## src/rtl/cpu_mem_pkg.sv

```systemverilog
// Shared types and constants for the cache fill arbiter and its helpers.
package cpu_mem_pkg;

  localparam int unsigned WORDS_PER_BLOCK   = 8;
  localparam int unsigned MEM_LAT           = 4;
  localparam int unsigned ADDR_W            = 16;
  localparam int unsigned DATA_W            = 16;
  localparam int unsigned BLOCK_OFFSET_BITS = 4;
  localparam int unsigned WORD_IDX_W        = 3;

  typedef enum logic [2:0] {
    ST_IDLE   = 3'd0,
    ST_IFILL  = 3'd1,
    ST_DFILL  = 3'd2,
    ST_WRITE  = 3'd3,
    ST_FINISH = 3'd4
  } state_e;

  typedef enum logic {
    GNT_I = 1'b0,
    GNT_D = 1'b1
  } gnt_e;

  // Byte address of the first word of the block containing addr.
  function automatic logic [ADDR_W-1:0] block_base(input logic [ADDR_W-1:0] addr);
    return addr & ~ADDR_W'((1 << BLOCK_OFFSET_BITS) - 1);
  endfunction

  // Byte address of word idx within the block starting at base.
  function automatic logic [ADDR_W-1:0] word_addr(input logic [ADDR_W-1:0]     base,
                                                  input logic [WORD_IDX_W-1:0] idx);
    return base | ADDR_W'({idx, 1'b0});
  endfunction

endpackage

```

## src/rtl/fill_counter.sv

```systemverilog
// Word counter for one block transfer.
// Ports: clk, rst_n (async, active low); en advances the count; clr zeroes it
// (clr wins over en); count is the current word index; terminal_c is high while
// count sits on the last word of the block.
module fill_counter
  import cpu_mem_pkg::*;
(
  input  logic                  clk,
  input  logic                  rst_n,
  input  logic                  en,
  input  logic                  clr,
  output logic [WORD_IDX_W-1:0] count,
  output logic                  terminal_c
);

  // Count register; wraps naturally after the last word.
  always_ff @(posedge clk or negedge rst_n) begin
    if (!rst_n) begin
      count <= '0;
    end else if (clr) begin
      count <= '0;
    end else if (en) begin
      count <= count + WORD_IDX_W'(1);
    end
  end

  assign terminal_c = (count == WORD_IDX_W'(WORDS_PER_BLOCK - 1));

endmodule

```

## src/rtl/cache_fill_arbiter.sv

```systemverilog
// Serializes I-cache and D-cache traffic onto the single main-memory port.
// A miss becomes an 8-word pipelined block fill whose returned words are
// steered into the requesting cache; a D-side store becomes one write cycle.
// The D side has fixed priority and nothing is preempted.
// Ports:
//   clk, rst_n                         clock, async active-low reset
//   icache_miss, icache_addr           I-side fill request (level) and address
//   dcache_miss, dcache_wr             D-side fill / write-through requests
//   dcache_addr, dcache_wdata          D-side address and store data
//   mem_en, mem_wr, mem_addr,
//   mem_wdata                          memory command port (registered)
//   mem_rdata, mem_valid               memory read return
//   fill_data, fill_word               word and offset for the cache array
//   ifill_we, dfill_we                 array write enables (follow mem_valid)
//   i_done, d_done                     one-cycle completion pulses
//   busy                               arbiter not idle
module cache_fill_arbiter
  import cpu_mem_pkg::*;
(
  input  logic                  clk,
  input  logic                  rst_n,
  input  logic                  icache_miss,
  input  logic [ADDR_W-1:0]     icache_addr,
  input  logic                  dcache_miss,
  input  logic                  dcache_wr,
  input  logic [ADDR_W-1:0]     dcache_addr,
  input  logic [DATA_W-1:0]     dcache_wdata,
  output logic                  mem_en,
  output logic                  mem_wr,
  output logic [ADDR_W-1:0]     mem_addr,
  output logic [DATA_W-1:0]     mem_wdata,
  input  logic [DATA_W-1:0]     mem_rdata,
  input  logic                  mem_valid,
  output logic [DATA_W-1:0]     fill_data,
  output logic [WORD_IDX_W-1:0] fill_word,
  output logic                  ifill_we,
  output logic                  dfill_we,
  output logic                  i_done,
  output logic                  d_done,
  output logic                  busy
);

  state_e              state_q, state_d;
  gnt_e                gnt_q, gnt_d;
  logic [ADDR_W-1:0]   base_q, base_d;
  logic                issued_all_q, issued_all_d;

  logic                mem_en_d, mem_wr_d;
  logic [ADDR_W-1:0]   mem_addr_d;
  logic [DATA_W-1:0]   mem_wdata_d;
  logic                i_done_d, d_done_d, busy_d;

  logic                in_fill_c, fill_we_c, issue_en_c, cnt_clr_c;
  logic [WORD_IDX_W-1:0] issue_cnt, ret_cnt;
  logic                issue_tc_c, ret_tc_c;

  assign in_fill_c  = (state_q == ST_IFILL) || (state_q == ST_DFILL);
  // Returns only count while a fill owns the port; stray beats are dropped.
  assign fill_we_c  = in_fill_c & mem_valid;
  // A read command is on the port this cycle.
  assign issue_en_c = in_fill_c & mem_en & ~mem_wr;
  assign cnt_clr_c  = (state_q == ST_IDLE);

  fill_counter u_issue_cnt (
    .clk        (clk),
    .rst_n      (rst_n),
    .en         (issue_en_c),
    .clr        (cnt_clr_c),
    .count      (issue_cnt),
    .terminal_c (issue_tc_c)
  );

  fill_counter u_ret_cnt (
    .clk        (clk),
    .rst_n      (rst_n),
    .en         (fill_we_c),
    .clr        (cnt_clr_c),
    .count      (ret_cnt),
    .terminal_c (ret_tc_c)
  );

  // Cache array write side follows the memory return directly.
  assign fill_data = mem_rdata;
  assign fill_word = ret_cnt;
  assign ifill_we  = fill_we_c & (state_q == ST_IFILL);
  assign dfill_we  = fill_we_c & (state_q == ST_DFILL);

  // Next-state and next-output logic; memory command is computed one cycle ahead.
  always_comb begin
    state_d      = state_q;
    gnt_d        = gnt_q;
    base_d       = base_q;
    issued_all_d = issued_all_q;
    mem_en_d     = 1'b0;
    mem_wr_d     = 1'b0;
    mem_addr_d   = mem_addr;
    mem_wdata_d  = mem_wdata;
    i_done_d     = 1'b0;
    d_done_d     = 1'b0;

    case (state_q)
      ST_IDLE: begin
        issued_all_d = 1'b0;
        // A write together with a read miss is a requester bug; the write wins.
        if (dcache_wr) begin
          state_d     = ST_WRITE;
          gnt_d       = GNT_D;
          mem_en_d    = 1'b1;
          mem_wr_d    = 1'b1;
          mem_addr_d  = dcache_addr;
          mem_wdata_d = dcache_wdata;
        end else if (dcache_miss) begin
          state_d    = ST_DFILL;
          gnt_d      = GNT_D;
          base_d     = block_base(dcache_addr);
          mem_en_d   = 1'b1;
          mem_addr_d = block_base(dcache_addr);
        end else if (icache_miss) begin
          state_d    = ST_IFILL;
          gnt_d      = GNT_I;
          base_d     = block_base(icache_addr);
          mem_en_d   = 1'b1;
          mem_addr_d = block_base(icache_addr);
        end
      end

      ST_IFILL, ST_DFILL: begin
        if (issue_en_c && issue_tc_c) begin
          issued_all_d = 1'b1;
        end
        // Keep issuing back-to-back until the last word has gone out.
        if (issue_en_c && !issue_tc_c && !issued_all_q) begin
          mem_en_d   = 1'b1;
          mem_addr_d = word_addr(base_q, WORD_IDX_W'(issue_cnt + 1));
        end
        if (fill_we_c && ret_tc_c) begin
          state_d  = ST_FINISH;
          i_done_d = (gnt_q == GNT_I);
          d_done_d = (gnt_q == GNT_D);
        end
      end

      ST_WRITE: begin
        state_d  = ST_FINISH;
        i_done_d = (gnt_q == GNT_I);
        d_done_d = (gnt_q == GNT_D);
      end

      ST_FINISH: begin
        state_d = ST_IDLE;
      end

      default: begin
        state_d = ST_IDLE;
      end
    endcase

    busy_d = (state_d != ST_IDLE);
  end

  // State and registered outputs.
  always_ff @(posedge clk or negedge rst_n) begin
    if (!rst_n) begin
      state_q      <= ST_IDLE;
      gnt_q        <= GNT_I;
      base_q       <= '0;
      issued_all_q <= 1'b0;
      mem_en       <= 1'b0;
      mem_wr       <= 1'b0;
      mem_addr     <= '0;
      mem_wdata    <= '0;
      i_done       <= 1'b0;
      d_done       <= 1'b0;
      busy         <= 1'b0;
    end else begin
      state_q      <= state_d;
      gnt_q        <= gnt_d;
      base_q       <= base_d;
      issued_all_q <= issued_all_d;
      mem_en       <= mem_en_d;
      mem_wr       <= mem_wr_d;
      mem_addr     <= mem_addr_d;
      mem_wdata    <= mem_wdata_d;
      i_done       <= i_done_d;
      d_done       <= d_done_d;
      busy         <= busy_d;
    end
  end

endmodule

```

## config.mk

```make
export PLATFORM = sky130hd
export DESIGN_NAME = cache_fill_arbiter
export DESIGN_NICKNAME = d
export VERILOG_FILES = /design/src/rtl/cpu_mem_pkg.sv /design/src/rtl/fill_counter.sv /design/src/rtl/cache_fill_arbiter.sv
export SDC_FILE = /design/constraint.sdc
export NUM_CORES = 1
export LEC_CHECK = 0
export ABC_AREA = 1
export BUFFER_PORTS_ARGS = -buffer_cell sky130_fd_sc_hd__buf_2
export CAP_MARGIN = 20
export CORE_MARGIN = 3
export CORE_UTILIZATION = 48
export CTS_CLUSTER_DIAMETER = 150
export DETAILED_ROUTE_END_ITERATION = 12
export PLACE_DENSITY = 0.79
export SYNTH_ARGS = -nofsm -noshare
export SYNTH_HDL_FRONTEND = slang
export SYNTH_SLANG_ARGS = --single-unit
export TNS_END_PERCENT = 5
```

## constraint.sdc

```tcl
create_clock -name clk -period 2.1 [get_ports clk]
set_input_delay 0.21 -clock clk [delete_from_list [all_inputs] [get_ports clk]]
set_output_delay 0.21 -clock clk [all_outputs]
set_load 0.05 [all_outputs]
```

Word level (Yosys, flattened, before mapping). Index checks and enable logic that the tools add are counted.

Input bits: 70. Bits in registers: 64.

Add/sub/neg operators: 3. Reductions and logical operators: 20. Equality and inequality tests: 8. Bitwise gates (word level): 9. Mux-type cells: 30.

Operator list (count): $mux W16 (4); $pmux W16 S2 (1); $mux W3 (8); $or A16 B4 Y16 (1); $mux W1 (12); $add A3 B1 Y3 const B (3); $pmux W3 S3 (1); $pmux W1 S2 (4); $reduce_bool A2 Y1 (4); $eq A3 B2 Y1 const B (2); $eq A3 B3 Y1 const B (2); $reduce_and A2 Y1 (3); $reduce_and A3 Y1 (2); $reduce_bool A3 Y1 (2); $and A1 B1 Y1 (5); $logic_and A1 B1 Y1 (4); $ne A2 B2 Y1 const B (2); $ne A4 B4 Y1 const B (1); $eq A3 B1 Y1 const B (1); $logic_not A3 Y1 (1); $not A1 Y1 (3); $logic_not A1 Y1 (2); $reduce_or A2 Y1 (1); $logic_or A1 B1 Y1 (1).

Logic depth before layout (Yosys ltp). Gate-level depths: netlist of the first run.

Depth in word-level cells: 8. Depth in mapped cells: 9. Depth with buffers taken out: 8.

Hierarchy. From an unflattened synthesis of the first run, not the netlist that was laid out.

Cells, all modules: 389. Area, all modules: 3064.2 µm².

By module, submodules not included: cache_fill_arbiter (times used 1, area an instance 2761.4 µm², cells each 355, sequential area each 1351.3 µm²); fill_counter (times used 2, area an instance 151.4 µm², cells each 17, sequential area each 75.1 µm²).

Worst setup path after synthesis of the first run. No wires, ideal clock.

Path kind: register -> register. From: register mem_en. To: register mem_addr[0]. Data required time: 1982 ps. Arrival: 1478 ps. Cell stages (with the launch flop): 7. Setup time: 118 ps. Buffers on the path: 1. Setup slack: 504 ps. Cell sequence: dfrtp_1 -> inv_1 -> nor2_1 -> nand3_4 -> buf_2 -> nand3_1 -> nand2_1.

Longest elaborated chain between the ends: 6.

RTL lines: from (decl) (RTL line cache_fill_arbiter.sv:28) `output logic mem_en,`; from (signal assigned) (RTL line cache_fill_arbiter.sv:180) `mem_en <= mem_en_d;`; $and A1 B1 Y1 (2 in series) (RTL line cache_fill_arbiter.sv:61) `assign issue_en_c = in_fill_c & mem_en & ~mem_wr;`; $logic_and A1 B1 Y1 (2 in series) (RTL line cache_fill_arbiter.sv:132) `if (issue_en_c && !issue_tc_c && !issued_all_q) begin`; $ne A2 B2 Y1 (no source line); $reduce_and A3 Y1 (no source line); to (signal assigned) (RTL line cache_fill_arbiter.sv:182) `mem_addr <= mem_addr_d;`; to (decl) (RTL line cache_fill_arbiter.sv:30) `output logic [ADDR_W-1:0] mem_addr,`.

No other way between the ends. A chain may end at the register's enable or synchronous reset.

Worst setup path in the final report of the first run.
From: register u_issue_cnt.count[0]. To: register mem_addr[0].

Longest elaborated chain between the ends: 6.

RTL lines: from (decl) (RTL line fill_counter.sv:12) `output logic [WORD_IDX_W-1:0] count,`; from (signal assigned) (RTL line fill_counter.sv:23) `count <= count + WORD_IDX_W'(1);`; $eq A3 B3 Y1 (RTL line fill_counter.sv:27) `assign terminal_c = (count == WORD_IDX_W'(WORDS_PER_BLOCK - 1));`; $logic_not A1 Y1 (RTL line cache_fill_arbiter.sv:132); $logic_and A1 B1 Y1 (2 in series) (RTL line cache_fill_arbiter.sv:132); $ne A2 B2 Y1 (no source line); $reduce_and A3 Y1 (no source line).

No other way between the ends.

==> impl_metrics.toml, run 1 <==
[outcome]
status = "completed"

[final_layout]
diodes = 0
finalNonFillerCells = 554
design_area_um2 = 3690
fin_util = 0.605
multi_input_comb_area_um2 = 1250
drive_above_1_share = 0.261
area_growth_pct = 19.1
fin_nets = 549
fillCellCount = 552
register_area_um2 = 1500

[setup_path]
rr_worst_depth = 7
cp_top_family = "simple AND/OR/NAND/NOR gates"
cpMaxStageDelayCell = "dfrtp_1"
startpoint = "u_issue_cnt.count[0]$_DFFE_PN0P_"
crit_required_ns = 2.37
critPathLaunchType = "flip-flop"
crit_cells = 7
cpPeakStageDelay_ns = 0.40
reg2reg_from = "u_issue_cnt.count[0]$_DFFE_PN0P_"
crit_chain = "ha_1 > ha_1 > nor2_1 > nand3_4 > nand2_4 > nand2_1 > nand2_1"
crit_path_end_kind = "flip-flop"
crit_end = "mem_addr[0]$_DFFE_PN0P_"
path_max_fanout = 17
crit_arrival_ns = 1.97
path_class = "flip-flop to flip-flop"
r2r-end = "mem_addr[0]$_DFFE_PN0P_"
critical_path_buf_inv_count = 0
r2r_slack_ns = 0.41

[synth]
synth_top_area_cell = "dfrtp_1"
synth.distinct_cells = 24
syn-num-nets = 473
async_flop_share = 1.00
synth_top_area_frac = 0.484
synth-compound-area-share = 0.0981
synth_xor_xnor_area_share = 0
synth_top_family_by_area = "simple AND/OR/NAND/NOR gates"
yosysMostFrequentCell = "nand2_1"
ys.flop_type = "dfrtp_1"
yosysSeqAreaShare = 0.484
synthSimpleGateAreaFrac = 0.289
synth.area.top_cells = "dfrtp_1, nand2_1, o21ai_0, nand3_1, buf_4"
synth_cells = 399
synthAdderAreaFrac = 0.0161
synth_edf_count = 0
synth.cell_area_um2 = 3100
syn_avg_cell_area_um2 = 7.77
yosys-top-cells-count = "nand2_1, dfrtp_1, o21ai_0"
synthMuxAreaShare = 0
yosys_warnings = 0
ys_seq_elements = 60

[global_routing]
antenna_found_initial = 0
grt_pass1_wl_mm = 12.7
grt_max_degree = 37
grt_pass1_vias = 2805
grt_usage = 0.214
grt-ovfl-total = 0

[route]
routed_wirelength_mm = 7.44
viasPerCell = 5.11
post_drt_wl_per_cell_um = 13.4
detail-route-antenna-nets = 0
drt_iter0_markers = 160
num_vias = 2832
drc = 0
drtPass1Iterations = 4

[clock_network]
cts_tree = "yes"
cts_root_buf = "clkbuf_8"
htree_levels = 3
ctsResizeCount = 0
cts.sinks = 60
cts_buffer_depth = 2
clk_latency_ns = 0.34
clk_pin_slew_ns = 0.07
cts_made_buffers = 9

[job]
cap_violations = 0

[min_path]
hold_depth = 3
hp-class = "input pin to flip-flop"

[floorplan]
row_count = 28
die-height_um = 86.4
io_pins = 128
die_width_um = 86.4
die_area_um2 = 7460
start_util = 0.508
core_um2 = 6100

[placement]
numPortBuffers = 91
dp_cells = 538
dp_slack_ns = 0.406
gp_congestion = 0.784
placed_cell_area_um2 = 3480
hpwl_mm = 5.44

[sta]
final.setup_skew_ns = 0.00745
rsz0062_at_grt = "false"
hold_violations = 0
setup_viol = 0
finalSetupTns_ns = 0
max_freq_mhz = 590
max-slew-margin-rel = 0.564
finalCritPeriodShare = 0.807
timing.hold.ws_ns = 0.0646
timing.final.ws_setup_ns = 0.406
period_needed_ns = 1.69
tightest_slew_ns = 0.655
drv_slew = 0

[power_and_ir_drop]
power.total_mw = 6.43
power_density_nw_per_um2 = 1740
vdd_drop_max_mv = 0.986
leakagePower_nw = 2.11
-- routing by layer --
metal	track usage	part of all wire
met2	0.352	0.50
met3	0.0399	0.063
met5	0	0
met1	0.267	0.40
met4	0.113	0.033
-- cell usage in the layout (no fill, tap or decap) --
master           n
buf_4            6
nand3_1         28
ha_1             4
a21oi_1          2
o21ai_1          4
buf_2           91
nor2_1          11
nor2_8           1
nor2_4           1
nand3_4          1
dlygate4sd3_1    1
inv_1           26
bufinv_16        1
inv_4            1
nand2_2          3
clkinv_2         2
dfrtp_1         60
clkinv_4         1
clkbuf_8        11
o21ai_0         47
nand2_4          1
nand2_1        167
inv_2            3
nand3b_1         1
o21ai_4          1
buf_12           1
o211ai_1         3
-- power by group --
| part | switching, mW | leakage, nW | total (mW) | internal [mW] |
|---|---|---|---|---|
| Combinational | 2.59 | 1.24 | 3.44 | 0.848 |
| Sequential | 0.274 | 0.762 | 1.94 | 1.66 |
| Clock | 0.449 | 0.105 | 1.05 | 0.604 |
| Total | 3.31 | 2.11 | 6.43 | 3.11 |
-- worst register-to-register path: stages (launching register included) --
cell	delay (ns)
dfrtp_1	0.40
ha_1	0.21
ha_1	0.19
nor2_1	0.18
nand3_4	0.24
nand2_4	0.25
nand2_1	0.08
nand2_1	0.07
-- area by class of cell --
type	instances	share of cell area
clock buffers	11	0.0410
clock inverters	4	0.0132
inverters	30	0.0312
multi-input cells	275	0.338
flip-flops and latches	60	0.407
well taps	75	0.0254
repair buffers	99	0.144
-- flip-flops by register name, summed over array words and instances (netlist names) --
signal	flops
mem_addr	16
mem_wdata	16
base_q	12
state_q	3
u_issue_cnt.count	3
u_ret_cnt.count	3
busy	1
d_done	1
gnt_q	1
i_done	1
issued_all_q	1
mem_en	1
mem_wr	1
-- timing repair --
item | CTS | global route
hold buffers | 1 | 0
endpoints found under the setup margin | 0 | 0
setup buffers | 0 | 0
endpoints found under the hold margin | 27 | 0
-- worst min path at each step --
stage / startpoint / end / slack [ns]
after floorplan: rst_n / base_q[10]$_DFFE_PN0P_ / -0.09
after global placement: rst_n / mem_wdata[7]$_DFFE_PN0P_ / 0.27
after detailed placement: rst_n / mem_wdata[5]$_DFFE_PN0P_ / 0.27
after CTS: dcache_wdata[4] / mem_wdata[4]$_DFFE_PN0P_ / 0.05
after global routing: dcache_wdata[6] / mem_wdata[6]$_DFFE_PN0P_ / 0.08
final: dcache_wdata[6] / mem_wdata[6]$_DFFE_PN0P_ / 0.06
-- kinds of logic after synthesis --
kind of cell | count (synthesis)
fa+ha+maj | 4
flops | 60
simple gates | 214
compound gates | 57
buf+inv | 64
(Power assumes the default switching activity.)
==> run 2, diff against run 1 <==
Clock period 2.1 ns to 1.75 ns, I/O delays scaled along.
==> run 2 against run 1 <==
- die area unchanged
- largest power group unchanged
- register-to-register slack got worse by 0.27 ns
- global-route usage shrank 0.63 points
- final cell count is 0.72% higher
- sequential power rose by 19%
- worst hold slack got worse by 0.039 ns
- design area rose by 2.7%
- clock-buffer cell count down 1
- first-iteration DRC count down 27%
- total power increased by 27%
- clock power up 62%
- clock skew grew 0.0010 ns
==> impl_metrics.toml, run 2 (synthesis results as in run 1) <==
[sta]
finalSetupTns_ns = 0
max-slew-margin-rel = 0.593
timing.hold.ws_ns = 0.0256
timing.final.ws_setup_ns = 0.131
finalCritPeriodShare = 0.925
setup_viol = 0
max_freq_mhz = 618
hold_violations = 0
period_needed_ns = 1.62
tightest_slew_ns = 0.608
final.setup_skew_ns = 0.00847
drv_slew = 0
rsz0062_at_grt = "false"

[outcome]
status = "completed"

[floorplan]
die_width_um = 86.4
die_area_um2 = 7460
start_util = 0.508
io_pins = 128
die-height_um = 86.4
row_count = 28
core_um2 = 6100

[final_layout]
diodes = 0
top_regs = "mem_addr: 16 flops, mem_wdata: 16 flops, base_q: 12 flops"
final_common_cell = "nand2_1"
fillCellCount = 554
design_area_um2 = 3790
drive_above_1_share = 0.269
register_area_um2 = 1500
area_growth_pct = 22.3
layout_common_cells = "nand2_1, buf_2, dfrtp_1"
multi_input_comb_area_um2 = 1250
fin_nets = 552

[route]
post_drt_wl_per_cell_um = 13.2
detail-route-antenna-nets = 0
drt_iter0_markers = 117
viasPerCell = 4.95
routed_wirelength_mm = 7.38
drtPass1Iterations = 4
drc = 0
num_vias = 2761

[clock_network]
cts_tree = "yes"
cts.sinks = 60
cts_root_buf = "clkbuf_8"
cts_buffer_depth = 2
htree_levels = 3
clk_pin_slew_ns = 0.08
cts_made_buffers = 9
clk_latency_ns = 0.34

[global_routing]
antenna_found_initial = 0
grt_pass1_wl_mm = 12.3
grt-ovfl-total = 0
grt_max_degree = 61
grt_pass1_vias = 2701
grt_usage = 0.208

[min_path]
hp-class = "input pin to flip-flop"

[power_and_ir_drop]
vdd_drop_max_mv = 1.34
leakagePower_nw = 2.15
power_density_nw_per_um2 = 2160

[placement]
gp_congestion = 0.817
placed_cell_area_um2 = 3500
hpwl_mm = 5.32
dp_slack_ns = 0.110
numPortBuffers = 91

[setup_path]
crit_required_ns = 1.97
crit_path_end_kind = "flip-flop"
crit_arrival_ns = 1.84
path_max_fanout = 9
path_class = "flip-flop to flip-flop"
critPathLaunchType = "flip-flop"

[job]
cap_violations = 0
-- run 2: worst paths after layout --
| path | from | end | depth (start not counted) | slack (ns) |
|---|---|---|---|---|
| max | u_issue_cnt.count[0]$_DFFE_PN0P_ | mem_addr[0]$_DFFE_PN0P_ | 7 | 0.13 |
| min in group asynchronous | rst_n | mem_wdata[1]$_DFFE_PN0P_ | 3 | 0.37 |
| min | dcache_wdata[8] | mem_wdata[8]$_DFFE_PN0P_ | 3 | 0.03 |
| max reg2reg | u_issue_cnt.count[0]$_DFFE_PN0P_ | mem_addr[0]$_DFFE_PN0P_ | 7 | 0.13 |
| min reg2reg | gnt_q$_DFFE_PN0P_ | i_done$_DFF_PN0_ | 1 | 0.45 |
| max in group asynchronous | rst_n | i_done$_DFF_PN0_ | 3 | 1.11 |
-- run 2: worst max-delay path, stage by stage, from the launching register on --
cell and delay [ns]:
dfrtp_1 0.40, ha_1 0.22, ha_1 0.21, nor2_2 0.16, nand3_4 0.17, buf_4 0.23, nand3_1 0.07, nand2_1 0.06
-- run 2: through the flow --
stage	utilization	power (mW)	instances
2_1_floorplan	-	5.66	399
3_5_place_dp	0.575	6.49	541
5_1_grt	0.622	8.74	558
3_3_place_gp	0.575	6.38	541
6_report	0.622	8.19	558
4_1_cts	0.621	8.22	558
-- run 2: layout make-up --
type	instances	share of cell area
Timing Repair Buffer	102	0.147
Tap cell	75	0.0248
Multi-Input combinational cell	275	0.330
Sequential cell	60	0.396
Inverter	30	0.0304
Clock inverter	6	0.0353
Clock buffer	10	0.0363
-- run 2: power by group --
group | internal (mW) | switching (mW) | total (mW)
Clock | 1.13 | 0.569 | 1.70
Sequential | 1.99 | 0.321 | 2.31
Combinational | 1.05 | 3.13 | 4.18
Total | 4.17 | 4.02 | 8.19
-- run 2: repair_timing --
item / 4_1_cts / 5_1_grt
gates resized for setup: 0 / 2
setup buffers: 0 / 0
endpoints found under the hold margin: 60 / 0
setup endpoints to repair: 0 / 2
hold buffers: 1 / 0
-- run 2: layer usage --
metal | vias to the layer above | GRT usage | routed length [um]
li1 | 1397 | - | -
met1 | 1273 | 0.258 | 3100
met2 | 78 | 0.356 | 3750
met3 | 13 | 0.0418 | 435
met4 | 0 | 0.0779 | 100
met5 | - | 0 | 0
